## config.mk

```make
export PLATFORM = sky130hd
export DESIGN_NAME = mem_stage_lsu_flat
export DESIGN_NICKNAME = d
export VERILOG_FILES = /design/src/rtl/mem_stage_lsu_if.sv /design/src/rtl/mem_stage_lsu.sv /design/src/flat_wrapper.sv
export SDC_FILE = /design/constraint.sdc
export NUM_CORES = 1
export LEC_CHECK = 0
export BUFFER_PORTS_ARGS = -buffer_cell sky130_fd_sc_hd__buf_2
export CORE_AREA = 2 2 166 127
export CTS_CLUSTER_DIAMETER = 150
export DETAILED_ROUTE_END_ITERATION = 8
export DIE_AREA = 0 0 168 129
export PLACE_DENSITY = 0.61
export SYNTH_ARGS = -nofsm -noshare
export SYNTH_HDL_FRONTEND = slang
export SYNTH_SLANG_ARGS = --single-unit
```

## constraint.sdc

```tcl
create_clock -name clk -period 3.08 [get_ports clk]
set_input_delay 0 -clock clk [delete_from_list [all_inputs] [get_ports clk]]
set_output_delay 0 -clock clk [all_outputs]
set_load 0.005 [all_outputs]
```

## src/rtl/mem_stage_lsu_if.sv

```systemverilog
// EX/MEM -> LSU -> RAM / MEM/WB signal bundle for mem_stage_lsu.
// master: the LSU (samples ex_*, ram_ack/ram_rdata; drives stall, ram_*, wb_*, misalign_err).
// slave : the surrounding pipeline and RAM (drives ex_*, ram_ack/ram_rdata; observes the rest).
interface mem_stage_lsu_if #(
  parameter int ADDR_W = 32,
  parameter int RD_W   = 5
);
  // EX/MEM bundle
  logic              ex_valid;
  logic              ex_mem_read;
  logic              ex_mem_write;
  logic [1:0]        ex_size;
  logic              ex_signed;
  logic [ADDR_W-1:0] ex_addr;
  logic [31:0]       ex_wdata;
  logic [RD_W-1:0]   ex_rd;
  logic              stall;
  // data RAM req/ack port
  logic              ram_req;
  logic              ram_we;
  logic [ADDR_W-1:0] ram_addr;
  logic [3:0]        ram_be;
  logic [31:0]       ram_wdata;
  logic              ram_ack;
  logic [31:0]       ram_rdata;
  // MEM/WB result
  logic              wb_valid;
  logic [RD_W-1:0]   wb_rd;
  logic [31:0]       wb_data;
  logic              misalign_err;

  modport master (
    input  ex_valid, ex_mem_read, ex_mem_write, ex_size, ex_signed, ex_addr, ex_wdata, ex_rd,
    input  ram_ack, ram_rdata,
    output stall, ram_req, ram_we, ram_addr, ram_be, ram_wdata,
    output wb_valid, wb_rd, wb_data, misalign_err
  );

  modport slave (
    output ex_valid, ex_mem_read, ex_mem_write, ex_size, ex_signed, ex_addr, ex_wdata, ex_rd,
    output ram_ack, ram_rdata,
    input  stall, ram_req, ram_we, ram_addr, ram_be, ram_wdata,
    input  wb_valid, wb_rd, wb_data, misalign_err
  );
endinterface

```

## src/rtl/mem_stage_lsu.sv

```systemverilog
// MEM-stage load/store unit: big-endian byte/half/word access to a req/ack data RAM.
// Latency: ALU pass-through 1 cycle; loads >= 2 cycles (ack in first BUSY cycle).
// Backpressure: stall is high from request issue until ram_ack; EX bundle is not sampled meanwhile.
// Ports: clk, reset (async, active-high), bus (mem_stage_lsu_if.master: ex_*, stall, ram_*, wb_*, misalign_err).
// Optional feature macro LSU_MISALIGN_TRAP_EN: misaligned half/word accesses trap instead of
// silently aligning down; when undefined misalign_err is tied low.
module mem_stage_lsu #(
  parameter int ADDR_W = 32,
  parameter int RD_W   = 5
) (
  input  logic            clk,
  input  logic            reset,
  mem_stage_lsu_if.master bus
);

  typedef enum logic {IDLE, BUSY} state_t;

  state_t          state;
  logic [1:0]      sz_q;     // normalised size of the outstanding access
  logic            sgn_q;
  logic [1:0]      off_q;    // byte offset within the word
  logic [RD_W-1:0] rd_q;

  logic [1:0]  sz_n;
  logic        is_mem;
  logic [3:0]  be_c;
  logic [31:0] wdata_c;
  logic [7:0]  byte_l;
  logic [15:0] half_l;
  logic [31:0] ld_c;

  // Reserved size 11 behaves as a word access.
  assign sz_n   = (bus.ex_size == 2'b11) ? 2'b10 : bus.ex_size;
  // read+write together is a load, so only the OR matters here.
  assign is_mem = bus.ex_mem_read | bus.ex_mem_write;

`ifdef LSU_MISALIGN_TRAP_EN
  logic misalign_c;
  assign misalign_c = ((sz_n == 2'b01) && bus.ex_addr[0]) ||
                      ((sz_n == 2'b10) && (bus.ex_addr[1:0] != 2'b00));
`else
  assign bus.misalign_err = 1'b0;
`endif

  // Byte enables and lane-replicated store data; bit3 is the most significant byte.
  always_comb begin
    be_c    = 4'b1111;
    wdata_c = bus.ex_wdata;
    case (sz_n)
      2'b00: begin
        be_c    = 4'b1000 >> bus.ex_addr[1:0];
        wdata_c = {4{bus.ex_wdata[7:0]}};
      end
      2'b01: begin
        be_c    = bus.ex_addr[1] ? 4'b0011 : 4'b1100;
        wdata_c = {2{bus.ex_wdata[15:0]}};
      end
      default: ;
    endcase
  end

  // Load extraction from the returned word using the latched access shape.
  always_comb begin
    byte_l = bus.ram_rdata[31:24];
    case (off_q)
      2'd1:    byte_l = bus.ram_rdata[23:16];
      2'd2:    byte_l = bus.ram_rdata[15:8];
      2'd3:    byte_l = bus.ram_rdata[7:0];
      default: ;
    endcase
    half_l = off_q[1] ? bus.ram_rdata[15:0] : bus.ram_rdata[31:16];
    case (sz_q)
      2'b00:   ld_c = {{24{sgn_q & byte_l[7]}}, byte_l};
      2'b01:   ld_c = {{16{sgn_q & half_l[15]}}, half_l};
      default: ld_c = bus.ram_rdata;
    endcase
  end

  always_ff @(posedge clk or posedge reset) begin
    if (reset) begin
      state         <= IDLE;
      sz_q          <= 2'b00;
      sgn_q         <= 1'b0;
      off_q         <= 2'b00;
      rd_q          <= '0;
      bus.stall     <= 1'b0;
      bus.ram_req   <= 1'b0;
      bus.ram_we    <= 1'b0;
      bus.ram_addr  <= '0;
      bus.ram_be    <= 4'b0000;
      bus.ram_wdata <= 32'h0;
      bus.wb_valid  <= 1'b0;
      bus.wb_rd     <= '0;
      bus.wb_data   <= 32'h0;
`ifdef LSU_MISALIGN_TRAP_EN
      bus.misalign_err <= 1'b0;
`endif
    end else begin
      bus.wb_valid <= 1'b0;
`ifdef LSU_MISALIGN_TRAP_EN
      bus.misalign_err <= 1'b0;
`endif
      case (state)
        IDLE: begin
          // ram_ack arriving here is stale (e.g. after a reset) and is ignored.
          if (bus.ex_valid && !bus.stall) begin
            if (!is_mem) begin
              bus.wb_valid <= 1'b1;
              bus.wb_rd    <= bus.ex_rd;
              bus.wb_data  <= 32'(bus.ex_addr);
            end
`ifdef LSU_MISALIGN_TRAP_EN
            else if (misalign_c) begin
              bus.misalign_err <= 1'b1;
            end
`endif
            else begin
              sz_q          <= sz_n;
              sgn_q         <= bus.ex_signed;
              off_q         <= bus.ex_addr[1:0];
              rd_q          <= bus.ex_rd;
              bus.ram_req   <= 1'b1;
              bus.ram_we    <= ~bus.ex_mem_read;
              bus.ram_addr  <= {bus.ex_addr[ADDR_W-1:2], 2'b00};
              bus.ram_be    <= be_c;
              bus.ram_wdata <= wdata_c;
              bus.stall     <= 1'b1;
              state         <= BUSY;
            end
          end
        end
        BUSY: begin
          // ram_* hold their values until the ack edge.
          if (bus.ram_ack) begin
            bus.ram_req <= 1'b0;
            bus.stall   <= 1'b0;
            state       <= IDLE;
            if (!bus.ram_we) begin
              bus.wb_valid <= 1'b1;
              bus.wb_rd    <= rd_q;
              bus.wb_data  <= ld_c;
            end
          end
        end
      endcase
    end
  end

endmodule

```

## src/flat_wrapper.sv

```systemverilog
// flat-port wrapper written by rule: the top's interface ports become plain ports
module mem_stage_lsu_flat 
#(
  parameter int ADDR_W = 32,
  parameter int RD_W   = 5
)
  (clk, reset, bus_ex_valid, bus_ex_mem_read, bus_ex_mem_write, bus_ex_size, bus_ex_signed, bus_ex_addr, bus_ex_wdata, bus_ex_rd, bus_ram_ack, bus_ram_rdata, bus_stall, bus_ram_req, bus_ram_we, bus_ram_addr, bus_ram_be, bus_ram_wdata, bus_wb_valid, bus_wb_rd, bus_wb_data, bus_misalign_err);
  mem_stage_lsu_if #(.ADDR_W(ADDR_W), .RD_W(RD_W)) bus_i ();
  input  logic clk;
  input  logic reset;
  input wire logic [$bits(bus_i.ex_valid)-1:0] bus_ex_valid;
  input wire logic [$bits(bus_i.ex_mem_read)-1:0] bus_ex_mem_read;
  input wire logic [$bits(bus_i.ex_mem_write)-1:0] bus_ex_mem_write;
  input wire logic [$bits(bus_i.ex_size)-1:0] bus_ex_size;
  input wire logic [$bits(bus_i.ex_signed)-1:0] bus_ex_signed;
  input wire logic [$bits(bus_i.ex_addr)-1:0] bus_ex_addr;
  input wire logic [$bits(bus_i.ex_wdata)-1:0] bus_ex_wdata;
  input wire logic [$bits(bus_i.ex_rd)-1:0] bus_ex_rd;
  input wire logic [$bits(bus_i.ram_ack)-1:0] bus_ram_ack;
  input wire logic [$bits(bus_i.ram_rdata)-1:0] bus_ram_rdata;
  output wire logic [$bits(bus_i.stall)-1:0] bus_stall;
  output wire logic [$bits(bus_i.ram_req)-1:0] bus_ram_req;
  output wire logic [$bits(bus_i.ram_we)-1:0] bus_ram_we;
  output wire logic [$bits(bus_i.ram_addr)-1:0] bus_ram_addr;
  output wire logic [$bits(bus_i.ram_be)-1:0] bus_ram_be;
  output wire logic [$bits(bus_i.ram_wdata)-1:0] bus_ram_wdata;
  output wire logic [$bits(bus_i.wb_valid)-1:0] bus_wb_valid;
  output wire logic [$bits(bus_i.wb_rd)-1:0] bus_wb_rd;
  output wire logic [$bits(bus_i.wb_data)-1:0] bus_wb_data;
  output wire logic [$bits(bus_i.misalign_err)-1:0] bus_misalign_err;
  assign bus_i.ex_valid = bus_ex_valid;
  assign bus_i.ex_mem_read = bus_ex_mem_read;
  assign bus_i.ex_mem_write = bus_ex_mem_write;
  assign bus_i.ex_size = bus_ex_size;
  assign bus_i.ex_signed = bus_ex_signed;
  assign bus_i.ex_addr = bus_ex_addr;
  assign bus_i.ex_wdata = bus_ex_wdata;
  assign bus_i.ex_rd = bus_ex_rd;
  assign bus_i.ram_ack = bus_ram_ack;
  assign bus_i.ram_rdata = bus_ram_rdata;
  assign bus_stall = bus_i.stall;
  assign bus_ram_req = bus_i.ram_req;
  assign bus_ram_we = bus_i.ram_we;
  assign bus_ram_addr = bus_i.ram_addr;
  assign bus_ram_be = bus_i.ram_be;
  assign bus_ram_wdata = bus_i.ram_wdata;
  assign bus_wb_valid = bus_i.wb_valid;
  assign bus_wb_rd = bus_i.wb_rd;
  assign bus_wb_data = bus_i.wb_data;
  assign bus_misalign_err = bus_i.misalign_err;
  mem_stage_lsu #(.ADDR_W(ADDR_W), .RD_W(RD_W)) u_core (.clk(clk), .reset(reset), .bus(bus_i));
endmodule
```

# ---- Word level (Yosys, flattened, before mapping)
# Cells that the tools add are included.
dict set report classes {
  n_eq_ne 11
  n_reduce_logical 7
  n_bitwise 5
  shifts 1
  mux 30
}
# cell n
set op_table {}
lappend op_table {{$pmux W32 S2} 3}
lappend op_table {{$mux W32} 4}
lappend op_table {{$pmux W8 S3} 1}
lappend op_table {{$mux W5} 4}
lappend op_table {{$mux W16} 1}
lappend op_table {{$mux W1} 10}
lappend op_table {{$pmux W5 S2} 1}
lappend op_table {{$pmux W4 S2} 1}
lappend op_table {{$eq A2 B1 Y1 const B} 3}
lappend op_table {{$eq A2 B2 Y1 const B} 3}
lappend op_table {{$ne A2 B2 Y1 const B} 3}
lappend op_table {{$pmux W1 S2} 3}
lappend op_table {{$reduce_and A3 Y1} 2}
lappend op_table {{$logic_not A2 Y1} 2}
lappend op_table {{$mux W4} 1}
lappend op_table {{$ne A2 B1 Y1 const B} 2}
lappend op_table {{$reduce_and A4 Y1} 1}
lappend op_table {{$shr A4 B2 Y4 const A} 1}
lappend op_table {{$and A1 B1 Y1} 2}
lappend op_table {{$mux W2} 1}
lappend op_table {{$not A1 Y1} 2}
lappend op_table {{$logic_and A1 B1 Y1} 1}
lappend op_table {{$logic_not A1 Y1} 1}
lappend op_table {{$or A1 B1 Y1} 1}
dict set report totals {
  elab_cells 67
  regBits 117
  input_bits 110
}

# ---- Logic depth before layout (Yosys ltp)
# Gate-level depths: netlist of the first run.
dict set report logic_depth {
  depth_word 7
  depth_mapped 7
  ltp_nobuf 5
}

# ---- Least setup slack after synthesis of the first run
# Ideal clock, no wire load.
dict set report synth_timing {
  path_kind {reg2reg}
  startpoint {reg u_core.off_q[1]}
  endpoint {reg u_core.bus.wb_data[16]}
  n_path_buf 2
  synth_period_minus_slack_ns 1.572
  arrival_time_ns 1.451
  slack_ns 1.508
  path_stages_with_launch 7
  cell_sequence {dfrtp_1 > buf_6 > mux2_4 > a22oi_4 > buf_6 > o211ai_1 > a22o_1}
}
dict set report synth_between {
  elab_chain_cells 7
}
# item line_no
set synth_rtl {}
lappend synth_rtl {{from (decl)} mem_stage_lsu.sv:21} ;# logic [1:0] off_q;
lappend synth_rtl {{from (signal assigned)} mem_stage_lsu.sv:120} ;# off_q <= bus.ex_addr[1:0];
lappend synth_rtl {{$eq A2 B2 Y1 / $eq A2 B1 Y1 (equally long branches)} mem_stage_lsu.sv:65} ;# case (off_q)
lappend synth_rtl {{$pmux W8 S3} mem_stage_lsu.sv:65}
lappend synth_rtl {{$and A1 B1 Y1} mem_stage_lsu.sv:73} ;# 2'b00: ld_c = {{24{sgn_q & byte_l[7]}}, byte_l};
lappend synth_rtl {{$pmux W32 S2 (*)} mem_stage_lsu.sv:72} ;# case (sz_q)
lappend synth_rtl {{$mux W32 (*)} mem_stage_lsu.sv:138} ;# if (!bus.ram_we) begin
lappend synth_rtl {{$mux W32 (*)} mem_stage_lsu.sv:134} ;# if (bus.ram_ack) begin
lappend synth_rtl {{$pmux W32 S2 (*)} mem_stage_lsu.sv:103} ;# case (state)
lappend synth_rtl {{to (signal assigned)} mem_stage_lsu.sv:110} ;# bus.wb_data <= 32'(bus.ex_addr);
lappend synth_rtl {{to (signal assigned)} mem_stage_lsu.sv:141} ;# bus.wb_data <= ld_c;
lappend synth_rtl {{to (decl)} mem_stage_lsu_if.sv:36} ;# output wb_valid, wb_rd, wb_data, misalign_err
# Every way passes the cells marked *; elsewhere a longest branch is shown, timed or not. The select of a mux whose other input is x is not followed.
# A chain may end at the register's enable or synchronous reset.

# ---- Worst setup path in the final report of the first run
dict set report layout_timing {
  startpoint {reg u_core.state}
  endpoint {reg u_core.bus.wb_data[31]}
}
dict set report layout_between {
  elab_chain_cells 3
}
# item line_no
set layout_rtl {}
lappend layout_rtl {{from (decl)} mem_stage_lsu.sv:18} ;# state_t state;
lappend layout_rtl {{from (signal assigned)} mem_stage_lsu.sv:81} ;# state <= IDLE;
lappend layout_rtl {{from (signal assigned)} mem_stage_lsu.sv:128} ;# state <= BUSY;
lappend layout_rtl {{from (signal assigned)} mem_stage_lsu.sv:137} ;# state <= IDLE;
lappend layout_rtl {{$not A1 Y1 (no line)} n/a}
lappend layout_rtl {{$ne A2 B2 Y1 (no line) / $ne A2 B1 Y1 (equally long branches)} n/a}
lappend layout_rtl {{$reduce_and A4 Y1 (no line)} n/a}
# Parallel ways exist; a longest one is shown, timed or not.

==> flow_summary.yaml, run 1 <==
status:
  outcome: "finished clean"
worst_setup_path:
  required_ns: 3.38
  worstSetupPathType: "reg2reg"
  crit_path_end_kind: "flip-flop"
  startpoint_type: "flip-flop"
  critical-path-top-delay-family: "buffers and inverters"
  max_stage_delay_ns: 0.73
  worst-path-max-fanout: 26
  path_cells: "clkinv_1 > a21oi_1 > o211ai_1 > a22o_1"
  cp.buffers_inverters: 1
  slowest_stage: "clkinv_1"
  rrSetupSlack_ns: 0.82
  crit_arrival_ns: 2.57
detailed_routing:
  drt_iter0_drc: 391
  wl_per_cell_um: 17.0
  postRouteAntennaNets: 0
  dr.pass1.iters: 7
  num_vias: 5800
  drt-vias-per-instance: 4.79
  wl_um: 20600
  post-route-drc-count: 0
sta:
  setup_violations: 0
  skew_ns: 0.0135
  setup_tns_ns: 0
  worst_pin_slew_ns: 0.985
  fin_crit_sh: 0.735
  finalWorstSetupSlack_ns: 0.816
  fmax_mhz: 442
  whs_ns: 0.0190
  period_needed_ns: 2.26
  slew_headroom: 0.341
  rsz0062_at_grt: "false"
  hold_viol: 0
  finalMaxSlewViolations: 0
placement:
  dpl_worst_slack_ns: 0.820
  placed_area_um2: 7160
  place.detailed.hpwl_um: 14300
  portBuffers: 216
  gp_congestion: 0.836
  dp_cells: 1090
floorplanning:
  die_w_um: 168
  fp.dieH_um: 129
  rows: 45
  core_area_um2: 20000
  start_util: 0.297
  io_pins: 220
  die-area_um2: 21700
flow_run:
  cap_viol_max_count: 0
yosys:
  synth_top_area_frac: 0.493
  ys_warn_count: 0
  yosysMostFrequentCell: "nand2_1"
  yosys-top-cells-count: "nand2_1 (184), dfrtp_1 (117), o21ai_0 (53)"
  synth_edf_count: 0
  ys_seq_elements: 117
  async_flop_share: 1.00
  synthesis.area_um2: 5930
  synth_top_area_cell: "dfrtp_1"
  synth_cells: 657
  synth_flop_cell: "dfrtp_1"
  synth_area_leaders: "dfrtp_1 (49%), nand2_1 (12%), mux2i_1 (6.1%), o21ai_0 (4.5%), nor2_1 (2.9%)"
  synth_cell_types: 48
  ys_seq_area_frac: 0.493
  synth.avg_cell_area_um2: 9.03
power_and_ir_drop:
  ir_drop_v: 0.000359
  p_leak_nw: 4.34
  power_density_nw_per_um2: 748
  finalPower_mw: 6.44
global_routing:
  grt_usage: 0.195
  overflow: 0
  grt_max_degree: 118
  grt_pass1_wl_um: 32300
  antenna_found_initial: 0
  grt_pass1_vias: 5765
clocking:
  cts_inserted_buffers: 17
  cts.path.max_buffers: 2
  holdBufCountCts: 91
  cts-resized-gates: 0
  clockRootBuffer: "clkbuf_16"
  cts_tree: "built"
  htree_num_levels: 4
  clkSinkCount: 117
  clk_pin_slew_worst_paths_ns: 0.06
  insertion_delay_ns: 0.42
  cts_setup_buffers: 0
final_layout:
  nNetsFinal: 1052
  fin_area_um2: 8620
  seqCellArea_um2: 2930
  area_delta_synth_final_pct: 45.2
  postLayoutCoreUtil: 0.431
  multiInputGateArea_um2: 2650
  num_antenna_cells: 0
  final_cell_count_no_fill: 1212
  nFillCells: 1967
  drive_gt1_frac: 0.292
hold_path:
  min_path_type: "in2reg"
==> worst paths after layout <==
| check | startpoint | end | depth (start not counted) |
|---|---|---|---|
| worst max register to register | u_core.state | u_core.bus.wb_data[31] | 4 |
| min in group asynchronous | reset | u_core.bus.ram_addr[4] | 4 |
| worst min register to register | u_core.bus.ram_addr[18] | u_core.bus.ram_addr[18] | 2 |
| worst min-delay path | bus_ram_rdata[3] | u_core.bus.wb_data[3] | 4 |
| max in group asynchronous | reset | u_core.bus.wb_data[14] | 4 |
| worst max-delay path | u_core.state | u_core.bus.wb_data[31] | 4 |
==> cell usage in the layout (no fill, tap or decap), types with 3 or more instances in the layout <==
cell type,instances
buf_2,216
nand2_1,184
dfrtp_1,116
dlygate4sd3_1,91
o21ai_0,53
nor2_1,46
mux2i_1,36
a21oi_1,31
o211ai_1,23
a22o_1,18
clkbuf_16,17
o21ai_1,14
inv_1,13
nor2b_1,7
a21boi_0,7
and3_1,7
mux2_2,6
a221oi_1,6
buf_4,6
o221a_2,5
clkinvlp_4,4
clkinv_2,4
conb_1,3
clkbuf_1,3
buf_12,3
==> tightest hold or removal path, cell delays in order <==
cell	delay (ns)
buf_2	0.10
inv_1	0.05
o221a_2	0.19
o21ai_1	0.06
==> logic make-up (layout without fill, tap and decap cells) <==
logic type | Yosys count | count (layout) | synth area share
simple gates | 255 | 255 | 0.178
compound gates | 171 | 171 | 0.189
flops | 117 | 117 | 0.493
buf+inv | 69 | 364 | 0.0618
mux | 44 | 44 | 0.0772
other cells | 1 | 3 | 0.000632
==> sequential cells by signal (all words and copies together) (netlist names) <==
| name | flops |
|---|---|
| u_core.sz_q | 2 |
| u_core.state | 1 |
| u_core.bus.ram_we | 1 |
| u_core.bus.ram_wdata | 32 |
| u_core.bus.ram_req | 1 |
| u_core.off_q | 2 |
| u_core.bus.ram_addr | 30 |
| u_core.bus.ram_be | 4 |
| u_core.bus.wb_valid | 1 |
| u_core.rd_q | 5 |
| u_core.bus.wb_data | 32 |
| u_core.bus.wb_rd | 5 |
| u_core.sgn_q | 1 |
==> area by class of cell <==
| type | count | share of cell area |
|---|---|---|
| Clock buffer | 22 | 0.0539 |
| Clock inverter | 9 | 0.00944 |
| Inverter | 17 | 0.00784 |
| Multi-Input combinational cell | 473 | 0.308 |
| Sequential cell | 117 | 0.340 |
| Tap cell | 258 | 0.0375 |
| Timing Repair Buffer | 316 | 0.243 |
==> layer usage <==
layer  wire (µm)  vias to the layer above  share of wire  global-route usage
li1            -                     2811              -                   -
met4         215                        0          0.010              0.0598
met3        1410                       17          0.069              0.0477
met2        9190                      229           0.45               0.303
met1        9780                     2743           0.47               0.269
met5           0                        -              0                   0
==> report_power, final <==
| part | total [mW] | internal (mW) | switching, mW | leakage (nW) |
|---|---|---|---|---|
| clock | 1.87 | 1.14 | 0.732 | 0.262 |
| combinational | 2.00 | 0.946 | 1.06 | 2.63 |
| sequential | 2.57 | 2.15 | 0.420 | 1.45 |
(Power assumes the default switching activity.)
==> inputs of run 2 (changes only) <==
--- a/config.mk
+++ b/config.mk
@@ -10,7 +10,7 @@
 export CTS_CLUSTER_DIAMETER = 150
 export DETAILED_ROUTE_END_ITERATION = 8
 export DIE_AREA = 0 0 168 129
-export PLACE_DENSITY = 0.61
+export PLACE_DENSITY = 0.59
 export SYNTH_ARGS = -nofsm -noshare
 export SYNTH_HDL_FRONTEND = slang
 export SYNTH_SLANG_ARGS = --single-unit
==> constraint.sdc (replaced) <==
create_clock -name clk -period 2.2 [get_ports clk]
set_input_delay 0 -clock clk [delete_from_list [all_inputs] [get_ports clk]]
set_output_delay 0 -clock clk [all_outputs]
set_load 0.005 [all_outputs]
==> run 2 against run 1 <==
Register-to-register slack worse by 0.58 ns. Global-route usage is 0.44 points lower. Largest cell class unchanged. Clock skew decreased by 0.0040 ns. Clock power up 58%. Clock-buffer cell count unchanged. Setup slack got worse by 0.58 ns. Critical path depth is 1 higher. Die area unchanged. Highest routed layer unchanged.
==> flow_summary.yaml, run 2 (same netlist as run 1, synthesis figures left out) <==
detailed_routing:
  postRouteAntennaNets: 0
  wl_um: 20600
  num_vias: 5814
  dr.pass1.iters: 4
  post-route-drc-count: 0
  drt_iter0_drc: 413
  drt-vias-per-instance: 4.79
  wl_per_cell_um: 17.0
worst_setup_path:
  crit_path_end_kind: "flip-flop"
  rr_endpoint: "u_core.bus.wb_data[6]"
  crit_arrival_ns: 2.26
  regToRegStartpoint: "u_core.off_q[1]"
  reg2reg_depth: 5
  worst-path-max-fanout: 12
  worstSetupPathType: "reg2reg"
  required_ns: 2.50
  startpoint_type: "flip-flop"
  rrSetupSlack_ns: 0.24
final_layout:
  area_delta_synth_final_pct: 46.7
  num_antenna_cells: 0
  largestRegisters: "u_core.bus.ram_wdata: 32 flops, u_core.bus.wb_data: 32 flops, u_core.bus.ram_addr: 30 flops"
  final_common_cell: "buf_2"
  nNetsFinal: 1053
  layout_common_cells: "buf_2 (216), nand2_1 (184), dfrtp_1 (116), dlygate4sd3_1 (88), o21ai_0 (53)"
  fin_area_um2: 8710
  drive_gt1_frac: 0.297
placement:
  placed_area_um2: 7200
  dpl_worst_slack_ns: 0.294
  place.detailed.hpwl_um: 14100
  portBuffers: 216
  gp_congestion: 0.818
sta:
  slew_headroom: 0.561
  setup_tns_ns: 0
  fmax_mhz: 510
  worst_pin_slew_ns: 0.659
  hold_viol: 0
  rsz0062_at_grt: "false"
  skew_ns: 0.00955
  fin_crit_sh: 0.891
  setup_violations: 0
  finalWorstSetupSlack_ns: 0.241
  finalMaxSlewViolations: 0
  period_needed_ns: 1.96
clocking:
  clk_pin_slew_worst_paths_ns: 0.05
  clockRootBuffer: "clkbuf_16"
  cts_tree: "built"
  htree_num_levels: 4
  cts-resized-gates: 0
  cts_inserted_buffers: 17
  insertion_delay_ns: 0.42
  cts.path.max_buffers: 2
  clkSinkCount: 117
floorplanning:
  start_util: 0.297
  core_area_um2: 20000
  io_pins: 220
  die-area_um2: 21700
  die_w_um: 168
  fp.dieH_um: 129
  rows: 45
flow_run:
  cap_viol_max_count: 0
hold_path:
  hp-start: "bus_ram_rdata[26]"
  hold_depth: 4
  min_path_type: "in2reg"
  whs_endpoint: "u_core.bus.wb_data[26]"
global_routing:
  antenna_found_initial: 0
  grt_max_degree: 118
  overflow: 0
  grt_pass1_vias: 5673
  grt_usage: 0.190
  grt_pass1_wl_um: 31800
power_and_ir_drop:
  p_leak_nw: 4.40
  finalPower_mw: 9.33
  ir_drop_v: 0.000416
  power_density_nw_per_um2: 1070
status:
  outcome: "finished clean"
## run 2: critical path, stage by stage, from the launching register on
cell and delay (ns):
dfrtp_1 0.61, buf_4 0.26, mux2_2 0.36, mux2i_1 0.26
o221a_2 0.28, o21ai_1 0.07
## run 2: how the worst max path moves through the flow
| stage | from | to |
|---|---|---|
| after detailed placement | u_core.off_q[1] | u_core.bus.wb_data[6] |
| after global routing | u_core.off_q[1] | u_core.bus.wb_data[2] |
| after floorplan | u_core.off_q[1] | u_core.bus.wb_data[16] |
| after global placement | u_core.off_q[1] | u_core.bus.wb_data[2] |
| final | u_core.off_q[1] | u_core.bus.wb_data[6] |
| after CTS | u_core.off_q[1] | u_core.bus.wb_data[6] |
## run 2: what timing repair did
action,in CTS,in global routing
hold buffers,88,0
endpoints found under the setup margin,0,0
endpoints found under the hold margin,227,0
buffers inserted,0,0
## run 2: power by group
| group | internal, mW | switching [mW] |
|---|---|---|
| logic | 1.33 | 1.46 |
| clock network | 1.97 | 0.991 |
| registers | 3.01 | 0.577 |
| total | 6.30 | 3.03 |
## run 2: layer usage
metal | up-vias | track usage | wire length, µm
li1 | 2813 | - | -
met1 | 2738 | 0.260 | 9810
met2 | 239 | 0.294 | 8950
met3 | 24 | 0.0569 | 1560
met4 | 0 | 0.0547 | 273
met5 | - | 0 | 0
## run 2: cell type report
cell class | count | area [µm²]
fill | 1924 | 11300
sequential | 117 | 2930
multi-input combinational | 473 | 2650
timing repair buffer | 317 | 2110
clock buffer | 22 | 474
tap | 258 | 323
clock inverter | 9 | 150
inverter | 17 | 67.6
## run 2: stage by stage
| stage | utilization | cells | hold WS (ns) |
|---|---|---|---|
| 5_1_grt | 0.436 | 1213 | 0.0207 |
| 3_5_place_dp | 0.360 | 1094 | 0.212 |
| 4_1_cts | 0.436 | 1213 | 0.00521 |
| 6_report | 0.436 | 1213 | 0.0192 |
| 2_1_floorplan | - | 659 | 0.0854 |
| 3_3_place_gp | 0.360 | 1094 | 0.208 |
==> inputs of run 3 (changes only) <==
--- a/config.mk
+++ b/config.mk
@@ -10,7 +10,7 @@
 export CTS_CLUSTER_DIAMETER = 150
 export DETAILED_ROUTE_END_ITERATION = 8
 export DIE_AREA = 0 0 168 129
-export PLACE_DENSITY = 0.59
+export PLACE_DENSITY_LB_ADDON = 0.3
 export SYNTH_ARGS = -nofsm -noshare
 export SYNTH_HDL_FRONTEND = slang
 export SYNTH_SLANG_ARGS = --single-unit
==> run 3 against run 2 <==
Register-to-register slack better by 0.04 ns. Global-route usage is 0.064 points lower. Non-clock buffer count grew 3. Flip-flop and latch count unchanged. Critical path type unchanged. Clock-buffer cell count is 1 lower. Cell count is 0.25% higher. First-iteration DRC count shrank 1.9%. Wire length is 1.8% lower. Total power fell by 1.5%. Design area is 0.24% lower. Sequential power down 1%. Sequential share of layout area up 0.082 points.
==> flow_summary.yaml, run 3 (same netlist as run 1, synthesis figures left out) <==
worst_setup_path:
  path_cells: "or2_1 > mux2i_1 > o221a_2 > o21ai_1"
  worstSetupPathType: "reg2reg"
  critical-path-top-delay-family: "flip-flops"
  slowest_stage: "dfrtp_1"
  crit_path_end_kind: "flip-flop"
  max_stage_delay_ns: 0.62
  crit_arrival_ns: 2.23
  required_ns: 2.50
  cp.buffers_inverters: 0
  worst-path-max-fanout: 13
  startpoint_type: "flip-flop"
detailed_routing:
  drt_iter0_drc: 405
  dr.pass1.iters: 4
  wl_um: 20200
  drt-vias-per-instance: 4.69
  postRouteAntennaNets: 0
  wl_per_cell_um: 16.6
  post-route-drc-count: 0
  num_vias: 5708
final_layout:
  nNetsFinal: 1056
  nFillCells: 1937
  multiInputGateArea_um2: 2650
  layout_common_cells: "buf_2 (216), nand2_1 (184), dfrtp_1 (116), dlygate4sd3_1 (89), o21ai_0 (53)"
  fin_area_um2: 8690
  seqCellArea_um2: 2930
  final_common_cell: "buf_2"
  drive_gt1_frac: 0.299
  area_delta_synth_final_pct: 46.4
  largestRegisters: "u_core.bus.ram_wdata: 32 flops, u_core.bus.wb_data: 32 flops, u_core.bus.ram_addr: 30 flops"
  num_antenna_cells: 0
sta:
  whs_ns: 0.0139
  skew_ns: 0.00617
  rsz0062_at_grt: "false"
  finalMaxSlewViolations: 0
  fin_crit_sh: 0.874
  period_needed_ns: 1.92
  fmax_mhz: 520
  setup_tns_ns: 0
  slew_headroom: 0.620
  setup_violations: 0
  hold_viol: 0
  worst_pin_slew_ns: 0.571
clocking:
  cts_inserted_buffers: 17
  htree_num_levels: 4
  cts_setup_buffers: 0
  cts_tree: "built"
  clkSinkCount: 117
  cts.path.max_buffers: 2
  clockRootBuffer: "clkbuf_16"
  insertion_delay_ns: 0.42
  holdBufCountCts: 89
  cts-resized-gates: 0
  clk_pin_slew_worst_paths_ns: 0.05
power_and_ir_drop:
  power_switching_mw: 3.02
  p_sw_frac: 0.329
  p_int_mw: 6.17
  p_seq_frac: 0.386
  pwr-share-comb: 0.308
  ir_drop_v: 0.000452
  power.share.clock: 0.306
  power_density_nw_per_um2: 1060
  p_leak_nw: 4.40
placement:
  gp_congestion: 0.789
  portBuffers: 216
  place.detailed.hpwl_um: 14300
  placed_area_um2: 7200
status:
  outcome: "finished clean"
flow_run:
  cap_viol_max_count: 0
global_routing:
  grt_pass1_vias: 5607
  grt_max_degree: 92
  grt_pass1_wl_um: 31500
  antenna_found_initial: 0
  grt_usage: 0.190
  overflow: 0
floorplanning:
  die-area_um2: 21700
  io_pins: 220
  core_area_um2: 20000
  die_w_um: 168
  start_util: 0.297
  rows: 45
  fp.dieH_um: 129
hold_path:
  min_path_type: "in2reg"
-- run 3: cell count changes in the layout (fill, tap and decap cells not counted), sizes merged --
cell,delta
buf,+2
clkinv,+2
dlygate4sd3,+1
bufinv,-1
clkbuf,-1
-- run 3: power groups by stage --
stage / registers (mW) / clock network, mW / logic (mW)
2_1_floorplan: 3.53 / 0 / 1.41
3_5_place_dp: 3.55 / 0 / 2.74
5_1_grt: 3.67 / 2.98 / 3.19
6_report: 3.54 / 2.81 / 2.83
3_3_place_gp: 3.56 / 0 / 2.70
4_1_cts: 3.55 / 2.89 / 2.86
-- run 3: final timing paths --
| check | from | to | slack, ns | cells past startpoint |
|---|---|---|---|---|
| worst min-delay path | bus_ram_rdata[29] | u_core.bus.wb_data[29] | 0.01 | 4 |
| max in group asynchronous | reset | u_core.bus.wb_data[12] | 1.49 | 4 |
| worst max register to register | u_core.sz_q[0] | u_core.bus.wb_data[2] | 0.28 | 4 |
| worst min register to register | u_core.bus.ram_wdata[4] | u_core.bus.ram_wdata[4] | 0.46 | 2 |
| min in group asynchronous | reset | u_core.bus.wb_rd[3] | 0.25 | 4 |
| worst max-delay path | u_core.sz_q[0] | u_core.bus.wb_data[2] | 0.28 | 4 |
-- run 3: layer usage --
metal / GRT usage / up-vias / share of wire
li1: - / 2819 / -
met1: 0.266 / 2676 / 0.48
met2: 0.286 / 198 / 0.44
met3: 0.0591 / 15 / 0.074
met4: 0.0455 / 0 / 0.0084
met5: 0 / - / 0
-- run 3: worst reg2reg max path, delay by kind of cell (launching register included) --
family | cells | cell delay, ns
and+or+nand+nor | 1 | 0.45
DFF | 1 | 0.62
AOI/OAI and AO/OA | 2 | 0.35
muxes | 1 | 0.41
-- run 3: metrics by stage --
stage | total power [mW] | cells | setup WS, ns | util
detailed placement | 6.29 | 1096 | 0.324 | 0.360
floorplan | 4.94 | 659 | 0.628 | -
global route | 9.84 | 1216 | 0.210 | 0.435
global placement | 6.25 | 1096 | 0.318 | 0.360
finish | 9.19 | 1216 | 0.277 | 0.435
CTS | 9.30 | 1216 | 0.327 | 0.435
-- run 3: area by class of cell --
| type | count | area share |
|---|---|---|
| sequential | 117 | 0.337 |
| multi-input combinational | 473 | 0.306 |
| timing repair buffer | 320 | 0.244 |
| clock buffer | 21 | 0.0530 |
| tap | 258 | 0.0372 |
| clock inverter | 10 | 0.0150 |
| inverter | 17 | 0.00778 |
